File: config.mk
export PLATFORM = sky130hd
export DESIGN_NAME = ifu_fetch
export DESIGN_NICKNAME = d
export VERILOG_FILES = /design/src/rtl/ifu_fetch.sv
export SDC_FILE = /design/constraint.sdc
export NUM_CORES = 1
export LEC_CHECK = 0
export ABC_AREA = 1
export CORE_UTILIZATION = 50
export DETAILED_ROUTE_END_ITERATION = 6
export GPL_TIMING_DRIVEN = 0
export PLACE_DENSITY = 0.76
export REMOVE_ABC_BUFFERS = 1
export SKIP_LAST_GASP = 1
export SLEW_MARGIN = 20
export SYNTH_ARGS = -nofsm -noshare
export SYNTH_HDL_FRONTEND = slang
export SYNTH_SLANG_ARGS = --single-unit
File: constraint.sdc
create_clock -name clk -period 4.1 [get_ports clk]
set_input_delay 0.41 -clock clk [delete_from_list [all_inputs] [get_ports clk]]
set_output_delay 0.41 -clock clk [all_outputs]
set_load 0.01 [all_outputs]
File: src/rtl/ifu_fetch.sv
// Instruction fetch unit: owns the PC, issues one word fetch at a time over a
// req/gnt/rvalid port and registers the fetched instruction towards IF/ID.
//
// Memory handshake: mem_req_o is a request that, once driven, is held with a
// stable mem_addr_o until the cycle mem_gnt_i is seen high with it; that
// cycle transfers the request. Exactly one response (mem_rvalid_i high for
// one cycle with mem_rdata_i) follows each grant, one or more cycles later.
// Only one request may be outstanding, so rvalid is only meaningful in WAIT.
module ifu_fetch #(
  parameter logic [31:0] RESET_PC = 32'h0000_0000,
  parameter logic [31:0] NOP_INST = 32'h0000_0013
) (
  input  logic        clk,
  input  logic        rst_n,
  input  logic        hold_i,
  input  logic        jump_en_i,
  input  logic [31:0] jump_addr_i,
  output logic        mem_req_o,
  output logic [31:0] mem_addr_o,
  input  logic        mem_gnt_i,
  input  logic        mem_rvalid_i,
  input  logic [31:0] mem_rdata_i,
  output logic [31:0] inst_o,
  output logic [31:0] inst_addr_o,
  output logic        inst_valid_o
);

  typedef enum logic [1:0] {
    S_IDLE = 2'd0,
    S_REQ  = 2'd1,
    S_WAIT = 2'd2,
    S_FULL = 2'd3
  } state_t;

  state_t      r_state;
  state_t      w_state_nxt;
  logic [31:0] r_pc;
  logic [31:0] w_pc_nxt;
  logic        r_kill;          // outstanding/granted transfer is stale, drop its data
  logic        w_kill_nxt;
  logic        r_pend;          // request driven last cycle and not granted yet
  logic        w_pend_nxt;
  logic [31:0] r_req_addr;      // address of the request currently driven / in flight
  logic [31:0] w_req_addr_nxt;
  logic [31:0] r_skid_data;
  logic [31:0] w_skid_data_nxt;
  logic [31:0] r_skid_addr;
  logic [31:0] w_skid_addr_nxt;
  logic [31:0] r_inst;
  logic [31:0] w_inst_nxt;
  logic [31:0] r_inst_addr;
  logic [31:0] w_inst_addr_nxt;
  logic        r_inst_valid;
  logic        w_inst_valid_nxt;

  logic        w_req;
  logic [31:0] w_addr;
  logic [31:0] w_jump_tgt;

  // A fresh request waits out a hold; one already on the bus stays until granted.
  assign w_req      = (r_state == S_REQ) && (!hold_i || r_pend);
  // A pending request keeps its address even if a jump has moved the PC.
  assign w_addr     = r_pend ? r_req_addr : r_pc;
  assign w_jump_tgt = jump_addr_i & ~32'h0000_0003;

  assign mem_req_o    = w_req;
  assign mem_addr_o   = w_addr;
  assign inst_o       = r_inst;
  assign inst_addr_o  = r_inst_addr;
  assign inst_valid_o = r_inst_valid;

  // Next-state, PC, kill, skid and IF/ID output computation.
  always_comb begin
    w_state_nxt     = r_state;
    w_pc_nxt        = r_pc;
    w_kill_nxt      = r_kill;
    w_pend_nxt      = r_pend;
    w_req_addr_nxt  = w_req ? w_addr : r_req_addr;
    w_skid_data_nxt = r_skid_data;
    w_skid_addr_nxt = r_skid_addr;
    // Frozen under hold, otherwise a bubble unless something loads below.
    if (hold_i) begin
      w_inst_nxt       = r_inst;
      w_inst_addr_nxt  = r_inst_addr;
      w_inst_valid_nxt = r_inst_valid;
    end else begin
      w_inst_nxt       = NOP_INST;
      w_inst_addr_nxt  = r_inst_addr;
      w_inst_valid_nxt = 1'b0;
    end

    case (r_state)
      S_IDLE: begin
        w_state_nxt = S_REQ;
      end
      S_REQ: begin
        if (w_req && mem_gnt_i) begin
          w_state_nxt = S_WAIT;
          w_pend_nxt  = 1'b0;
          // A killed grant belongs to the old stream; PC already holds the target.
          if (!r_kill) begin
            w_pc_nxt = r_pc + 32'd4;
          end
        end else if (w_req) begin
          w_pend_nxt = 1'b1;
        end
      end
      S_WAIT: begin
        if (mem_rvalid_i) begin
          if (r_kill) begin
            w_kill_nxt  = 1'b0;
            w_state_nxt = S_REQ;
          end else if (!hold_i) begin
            w_inst_nxt       = mem_rdata_i;
            w_inst_addr_nxt  = r_req_addr;
            w_inst_valid_nxt = 1'b1;
            w_state_nxt      = S_REQ;
          end else begin
            w_skid_data_nxt = mem_rdata_i;
            w_skid_addr_nxt = r_req_addr;
            w_state_nxt     = S_FULL;
          end
        end
      end
      S_FULL: begin
        if (!hold_i) begin
          w_inst_nxt       = r_skid_data;
          w_inst_addr_nxt  = r_skid_addr;
          w_inst_valid_nxt = 1'b1;
          w_state_nxt      = S_REQ;
        end
      end
      default: begin
        w_state_nxt = S_IDLE;
      end
    endcase

    // Redirect wins over everything, including hold.
    if (jump_en_i) begin
      w_pc_nxt         = w_jump_tgt;
      w_inst_nxt       = NOP_INST;
      w_inst_valid_nxt = 1'b0;
      case (r_state)
        S_REQ: begin
          if (w_req) begin
            w_kill_nxt = 1'b1;
          end
        end
        S_WAIT: begin
          if (mem_rvalid_i) begin
            w_kill_nxt  = 1'b0;
            w_state_nxt = S_REQ;
          end else begin
            w_kill_nxt = 1'b1;
          end
        end
        S_FULL: begin
          w_state_nxt = S_REQ;
        end
        default: begin
          w_state_nxt = S_REQ;
        end
      endcase
    end
  end

  // State and datapath registers.
  always_ff @(posedge clk or negedge rst_n) begin
    if (!rst_n) begin
      r_state      <= S_IDLE;
      r_pc         <= RESET_PC;
      r_kill       <= 1'b0;
      r_pend       <= 1'b0;
      r_req_addr   <= RESET_PC;
      r_skid_data  <= 32'h0;
      r_skid_addr  <= 32'h0;
      r_inst       <= NOP_INST;
      r_inst_addr  <= 32'h0;
      r_inst_valid <= 1'b0;
    end else begin
      r_state      <= w_state_nxt;
      r_pc         <= w_pc_nxt;
      r_kill       <= w_kill_nxt;
      r_pend       <= w_pend_nxt;
      r_req_addr   <= w_req_addr_nxt;
      r_skid_data  <= w_skid_data_nxt;
      r_skid_addr  <= w_skid_addr_nxt;
      r_inst       <= w_inst_nxt;
      r_inst_addr  <= w_inst_addr_nxt;
      r_inst_valid <= w_inst_valid_nxt;
    end
  end

endmodule

==> results_dict.tcl, run 1 <==
set metrics [dict create \
    cts_max_path_buffers 2 \
    h-tree-depth 4 \
    power.leakage_uw 0.00548 \
    cp_slowest_cell "dfrtp_2" \
    numCtsBuffers 17 \
    cp_max_fo 44 \
    rows 49 \
    pwr-share-seq_pct 39.0 \
    grt_overflow 0 \
    switchingPower_uw 2800 \
    synthSimpleGateAreaFrac_pct 21.8 \
    die_area_um2 19400 \
    syn_area_per_cell_um2 8.14 \
    ir_drop_v 0.000317 \
    hpwl_mm 16.1 \
    cts.clk_slew.worst_paths_ps 70 \
    cts-root-buf "clkbuf_16" \
    r2r_start "r_state[0]" \
    synth_fa_ha_area_share_pct 0.799 \
    antenna_found_initial 1 \
    synth_top_family_by_area "simple AND/OR/NAND/NOR gates" \
    maxSlewViolCount 0 \
    p_per_area_nw_per_um2 636 \
    ys_types 29 \
    grt_pass1_vias 8090 \
    cts_tree "built" \
    crit_start "r_pend" \
    syn_inst 1155 \
    gp_congestion 0.943 \
    drive_gt1_share_pct 7.02 \
    fin_hold_ws_ps 476 \
    worst_ep_required_time_ps 3690 \
    pwr-share-comb_pct 38.1 \
    die_w_um 139 \
    synth_seq_cells 195 \
    grt_pass1_wl_mm 40.3 \
    vias_per_cell 5.35 \
    clock_sinks 195 \
    min_path_type "reg2reg" \
    core_area_um2 18200 \
    setup_viol 0 \
    cpPeakStageDelay_ps 870 \
    worst_setup_path_start_kind "flip-flop" \
    layout_common_cells "nand2_1 (400), dfrtp_1 (191), clkdlybuf4s50_1 (162)" \
    synthXorXnorAreaFrac_pct 0.932 \
    setup_slack_ps 459 \
    r2r-end "inst_addr_o[5]" \
    fmax_mhz 275 \
    initial_core_util_pct 51.6 \
    yosysWarnings 0 \
    clk_latency_ps 440 \
    synth_seq_area_share_pct 51.9 \
    netlist_area_um2 9400 \
    cts_setup_buffers 0 \
    vias 8157 \
    gr-usage-all-layers_pct 26.1 \
    p_total_uw 7520 \
    drcViolationCount 18 \
    tightest_slew_ps 807 \
    reg2reg_slack_ps 600 \
    rsz0062_at_grt "false" \
    status "complete, but fails checks" \
    finClkSkew_ps 7.52 \
    fill_cells 1550 \
    internal-power_uw 4710 \
    syn2layout_area_growth_pct 25.8 \
    synth_mux_area_share_pct 3.47 \
    synth-compound-area-share_pct 14.8 \
    violations "design-rule violations" \
    ant_nets 0 \
    worstPathCellList "inv_2, a21oi_4, buf_16, clkdlybuf4s50_1" \
    drt-total-wl_mm 23.9 \
    cap_violations 0 \
    mostFrequentLayoutCell "nand2_1" \
    end_kind "output port" \
    fin_nets 1359 \
    worstHoldEndpoint "inst_addr_o[9]" \
    min_path_cells 2 \
    die_h_um 139 \
    port_buffers 165 \
    firstDrtPassIters 7 \
    critPathBufInv 3 \
    worstSetupPathType "reg2out" \
    ios 168 \
    hold_viol 0 \
    critPathArrivalTime_ps 3230 \
    wl_per_cell_um 15.7 \
    relSlewSlack_pct 46.0 \
    period_minus_slack_ps 3640 \
    pre_cts_ws_ps 526 \
    critPathTopFamily "buffers and inverters" \
    grt_max_degree 68 \
    drt_iter0_markers 471 \
    worstHoldStart "inst_addr_o[9]" \
    clkPwrFrac_pct 22.9 \
    post-route-util_pct 64.9 \
    sw_frac_of_total_pct 37.3 \
    finalCritPeriodShare_pct 88.8 \
    r2r_cells 8 \
]
==> flip-flops by register name (all words and copies together), names as in the netlist <==
name          cells
inst_o           32
r_skid_data      32
r_state           2
r_pend            1
inst_valid_o      1
r_pc             30
inst_addr_o      32
r_kill            1
r_skid_addr      32
r_req_addr       32
==> repair_timing <==
action / in CTS / in global routing
hold buffers: 1 / 0
gates resized for setup: 0 / 0
hold endpoints to repair: 66 / 0
==> logic make-up (layout without fill, tap and decap cells) <==
logic type      after synthesis  after routing
flops                       195            195
fa+ha+maj                     6              6
mux                          29             29
compound gates              252            252
other cells                   0              1
simple gates                521            521
xor+xnor                     10             10
buf+inv                     142            283
==> worst reg2reg max path, delay by kind of cell, from the launching register on <==
kind | cells | cell delay [ps]
flops | 1 | 430
buf+inv | 2 | 960
compound gates | 3 | 610
simple gates | 2 | 690
fa+ha+maj | 1 | 700
==> cell usage after synthesis <==
| library cell | n | area [µm²] |
|---|---|---|
| nor2_2 | 2 | 12.5 |
| dfrtp_1 | 192 | 4800 |
| buf_1 | 4 | 15.0 |
| a31oi_1 | 4 | 25.0 |
| o22ai_1 | 5 | 31.3 |
| ha_1 | 6 | 75.1 |
| o21ai_1 | 2 | 10.0 |
| a21oi_1 | 63 | 315 |
| o21ai_4 | 1 | 16.3 |
| clkbuf_1 | 38 | 143 |
| a21oi_2 | 1 | 8.76 |
| or2_2 | 1 | 6.26 |
| buf_2 | 11 | 55.1 |
| buf_6 | 2 | 22.5 |
| nand3_1 | 43 | 215 |
| xor2_1 | 10 | 87.6 |
| mux2_2 | 29 | 327 |
| dfstp_2 | 3 | 78.8 |
| nand2_2 | 3 | 18.8 |
| nand2_1 | 400 | 1500 |
| buf_4 | 7 | 52.6 |
| inv_2 | 3 | 11.3 |
| o211ai_1 | 37 | 278 |
| a21oi_4 | 1 | 16.3 |
| clkbuf_2 | 1 | 5.00 |
| nor2_4 | 3 | 33.8 |
| o21ai_0 | 138 | 691 |
| inv_1 | 76 | 285 |
| nor2_1 | 69 | 259 |
==> per-layer routing <==
layer | routed length, µm | track usage, %
met5 | 0 | 0
met4 | 303 | 7.37
met3 | 1800 | 7.39
met2 | 11400 | 43.7
met1 | 10400 | 32.9
==> worst max path at each step <==
stage / endpoint / slack [ps] / cells past startpoint
finish: mem_req_o / 460 / 4
global route: inst_addr_o[5] / 200 / 8
CTS: mem_req_o / 440 / 4
global placement: r_skid_data[19] / -5650 / 1
floorplan: inst_addr_o[0] / 760 / 8
detailed placement: inst_addr_o[27] / 530 / 8
==> per-stage QoR <==
step | instances | setup TNS [ps] | cell area, µm²
3_5_place_dp | 1492 | 0 | 11200
2_1_floorplan | 1092 | 0 | 9110
4_1_cts | 1525 | 0 | 11800
5_1_grt | 1525 | 0 | 11800
6_report | 1526 | 0 | 11800
3_3_place_gp | 1486 | -1133810 | 11000
==> area by class of cell <==
class,instances,area (µm²),share of cell area [%]
sequential,195,4880,41.3
multi-input combinational,818,3940,33.3
antenna,1,2.50,0.0212
tap,229,287,2.42
clock buffer,22,484,4.10
clock inverter,10,121,1.03
inverter,79,297,2.51
timing repair buffer,172,1810,15.3
==> power groups by stage <==
stage	sequential, µW	clock, µW	combinational, µW
finish	2930	1720	2860
global route	3010	1820	3220
CTS	2930	1750	2900
detailed placement	2960	0	2880
global placement	2930	0	2740
floorplan	2930	0	1550
Power figures use the tool's default switching activity.
==> run 2, diff against run 1 <==
--- a/config.mk
+++ b/config.mk
@@ -7,10 +7,12 @@
 export LEC_CHECK = 0
 export ABC_AREA = 1
 export CORE_UTILIZATION = 50
+export CTS_CLUSTER_SIZE = 16
 export DETAILED_ROUTE_END_ITERATION = 6
+export DONT_BUFFER_PORTS = 1
 export GPL_TIMING_DRIVEN = 0
-export PLACE_DENSITY = 0.76
 export REMOVE_ABC_BUFFERS = 1
+export SETUP_SLACK_MARGIN = 0.15
 export SKIP_LAST_GASP = 1
 export SLEW_MARGIN = 20
 export SYNTH_ARGS = -nofsm -noshare
==> run 2 against run 1 <==
Sequential power rose by 3%. The flow finishes with violations (design-rule violations, negative hold slack). Cell count shrank 11%. Critical endpoint is now inst_addr_o[29]. Die area stayed put. Fmax up 3.6%. Clock skew is 2.4 ps higher. First-iteration DRC count grew 2.8%.
==> results_dict.tcl, run 2 (synthesis gave the netlist of run 1 again) <==
set metrics [dict create \
    clkPwrFrac_pct 24.9 \
    cts-root-buf "clkbuf_16" \
    setup_viol 0 \
    ir_drop_v 0.000322 \
    hold_viol 195 \
    rows 49 \
    cts_max_path_buffers 2 \
    critPathTopFamily "buffers and inverters" \
    grt_pass1_wl_mm 38.3 \
    finClkSkew_ps 9.93 \
    busiest_layer "met2" \
    die_w_um 139 \
    grtUsageMet3_pct 7.49 \
    post-route-util_pct 55.6 \
    syn2layout_area_growth_pct 7.71 \
    worstSetupPathType "reg2reg" \
    clock_sinks 195 \
    cts_resized 0 \
    numCtsBuffers 17 \
    ios 168 \
    tns_ps 0 \
    mostFrequentLayoutCell "nand2_1" \
    wl_per_cell_um 16.9 \
    grt_util_met1_pct 32.3 \
    fmax_mhz 284 \
    core_area_um2 18200 \
    grt_overflow 0 \
    dpl_cell_area_um2 9530 \
    clk_latency_ps 440 \
    worst_ep_required_time_ps 4420 \
    cts.clk_slew.worst_paths_ps 70 \
    sw_frac_of_total_pct 39.1 \
    finalCritPeriodShare_pct 85.8 \
    internal-power_uw 4140 \
    antenna_found_initial 0 \
    drcViolationCount 8 \
    firstDrtPassIters 7 \
    maxSlewViolCount 0 \
    port_buffers 0 \
    grt_max_degree 196 \
    final_area_um2 10100 \
    status "complete, but fails checks" \
    worstPathCellList "ha_2, inv_2, o21ai_1, a21oi_2, nand2_2, inv_2, o211ai_1, nand2_1" \
    drive_gt1_share_pct 7.71 \
    ant_nets 0 \
    pwr-share-seq_pct 44.3 \
    cts_tree "built" \
    h-tree-depth 4 \
    die_area_um2 19400 \
    gr-usage-all-layers_pct 25.2 \
    grt.met2_usage_pct 41.4 \
    fill_cells 1729 \
    power.leakage_uw 0.00484 \
    diodes 0 \
    layout_common_cells "nand2_1 (400), dfrtp_1 (191), o21ai_0 (138)" \
    cpMostUsedCell "inv_2" \
    vias 7317 \
    drt-total-wl_mm 22.9 \
    p_per_area_nw_per_um2 672 \
    cp_max_fo 36 \
    min_path_type "in2async" \
    cp_slowest_cell "ha_2" \
    cpPeakStageDelay_ps 720 \
    cts_setup_buffers 0 \
    fin_hold_ws_ps -334 \
    worst_setup_path_start_kind "flip-flop" \
    fin_nets 1192 \
    initial_core_util_pct 51.6 \
    period_minus_slack_ps 3520 \
    cap_violations 0 \
    rsz0062_at_grt "false" \
    relSlewSlack_pct 45.3 \
    pwr-share-comb_pct 30.8 \
    grt_pass1_vias 7231 \
    vias_per_cell 5.39 \
    switchingPower_uw 2660 \
    die_h_um 139 \
    gp_congestion 0.922 \
    critPathBufInv 2 \
    violations "design-rule violations, negative hold slack" \
    tightest_slew_ps 818 \
    end_kind "flip-flop" \
    critPathArrivalTime_ps 3830 \
    drt_iter0_markers 484 \
    hpwl_mm 15.3 \
]
run 2: cell count changes in the layout (fill, tap and decap cells not counted), sizes merged, moves of 2 or more:
cell / before / now
clkdlybuf4s50: 162 / 0
buf: 9 / 5
clkbuf: 22 / 19
inv: 81 / 83
run 2: path summary, 6_finish.rpt:
path	start	endpoint	cells after the start	slack (ps)
min reg2reg	r_skid_addr[9]	r_skid_addr[9]	2	490
max reg2reg	r_state[0]	inst_addr_o[29]	8	580
max in group asynchronous	rst_n	r_req_addr[24]	0	4110
min in group clk	jump_en_i	inst_valid_o	1	60
min	rst_n	inst_addr_o[6]	0	-330
max	r_state[0]	inst_addr_o[29]	8	580
run 2: stage by stage:
stage | hold WS, ps | cells | total power (µW) | worst slack, ps
2_1_floorplan | 114 | 1092 | 4480 | 765
3_3_place_gp | 120 | 1321 | 5020 | -1160
5_1_grt | -347 | 1358 | 7330 | 245
4_1_cts | -348 | 1358 | 6880 | 481
6_report | -334 | 1358 | 6800 | 584
3_5_place_dp | 122 | 1326 | 5180 | 486
run 2: area by class of cell:
type	instances	area [µm²]	area share, %
Multi-Input combinational cell	818	3940	38.9
Sequential cell	195	4880	48.2
Clock buffer	19	443	4.37
Inverter	79	297	2.93
Clock inverter	13	151	1.50
Tap cell	229	287	2.83
Timing Repair Buffer	5	123	1.21
run 2: per-layer routing:
metal / vias to the layer above / wire [µm]
met4: 0 / 299
met3: 22 / 1620
met5: - / 0
li1: 3666 / -
met1: 3461 / 10200
met2: 168 / 10700
run 2: power groups by stage:
stage	logic (µW)	registers (µW)	clock network [µW]
finish	2090	3020	1690
global route	2450	3100	1780
CTS	2130	3020	1720
detailed placement	2130	3050	0
global placement	1990	3030	0
floorplan	1550	2930	0
run 2: worst register-to-register path, cell delays in order, from the launching register on:
cell      delay, ps
dfrtp_1         420
ha_2            720
inv_2           440
o21ai_1         300
a21oi_2          50
nand2_2         610
inv_2           490
o211ai_1        290
nand2_1          70
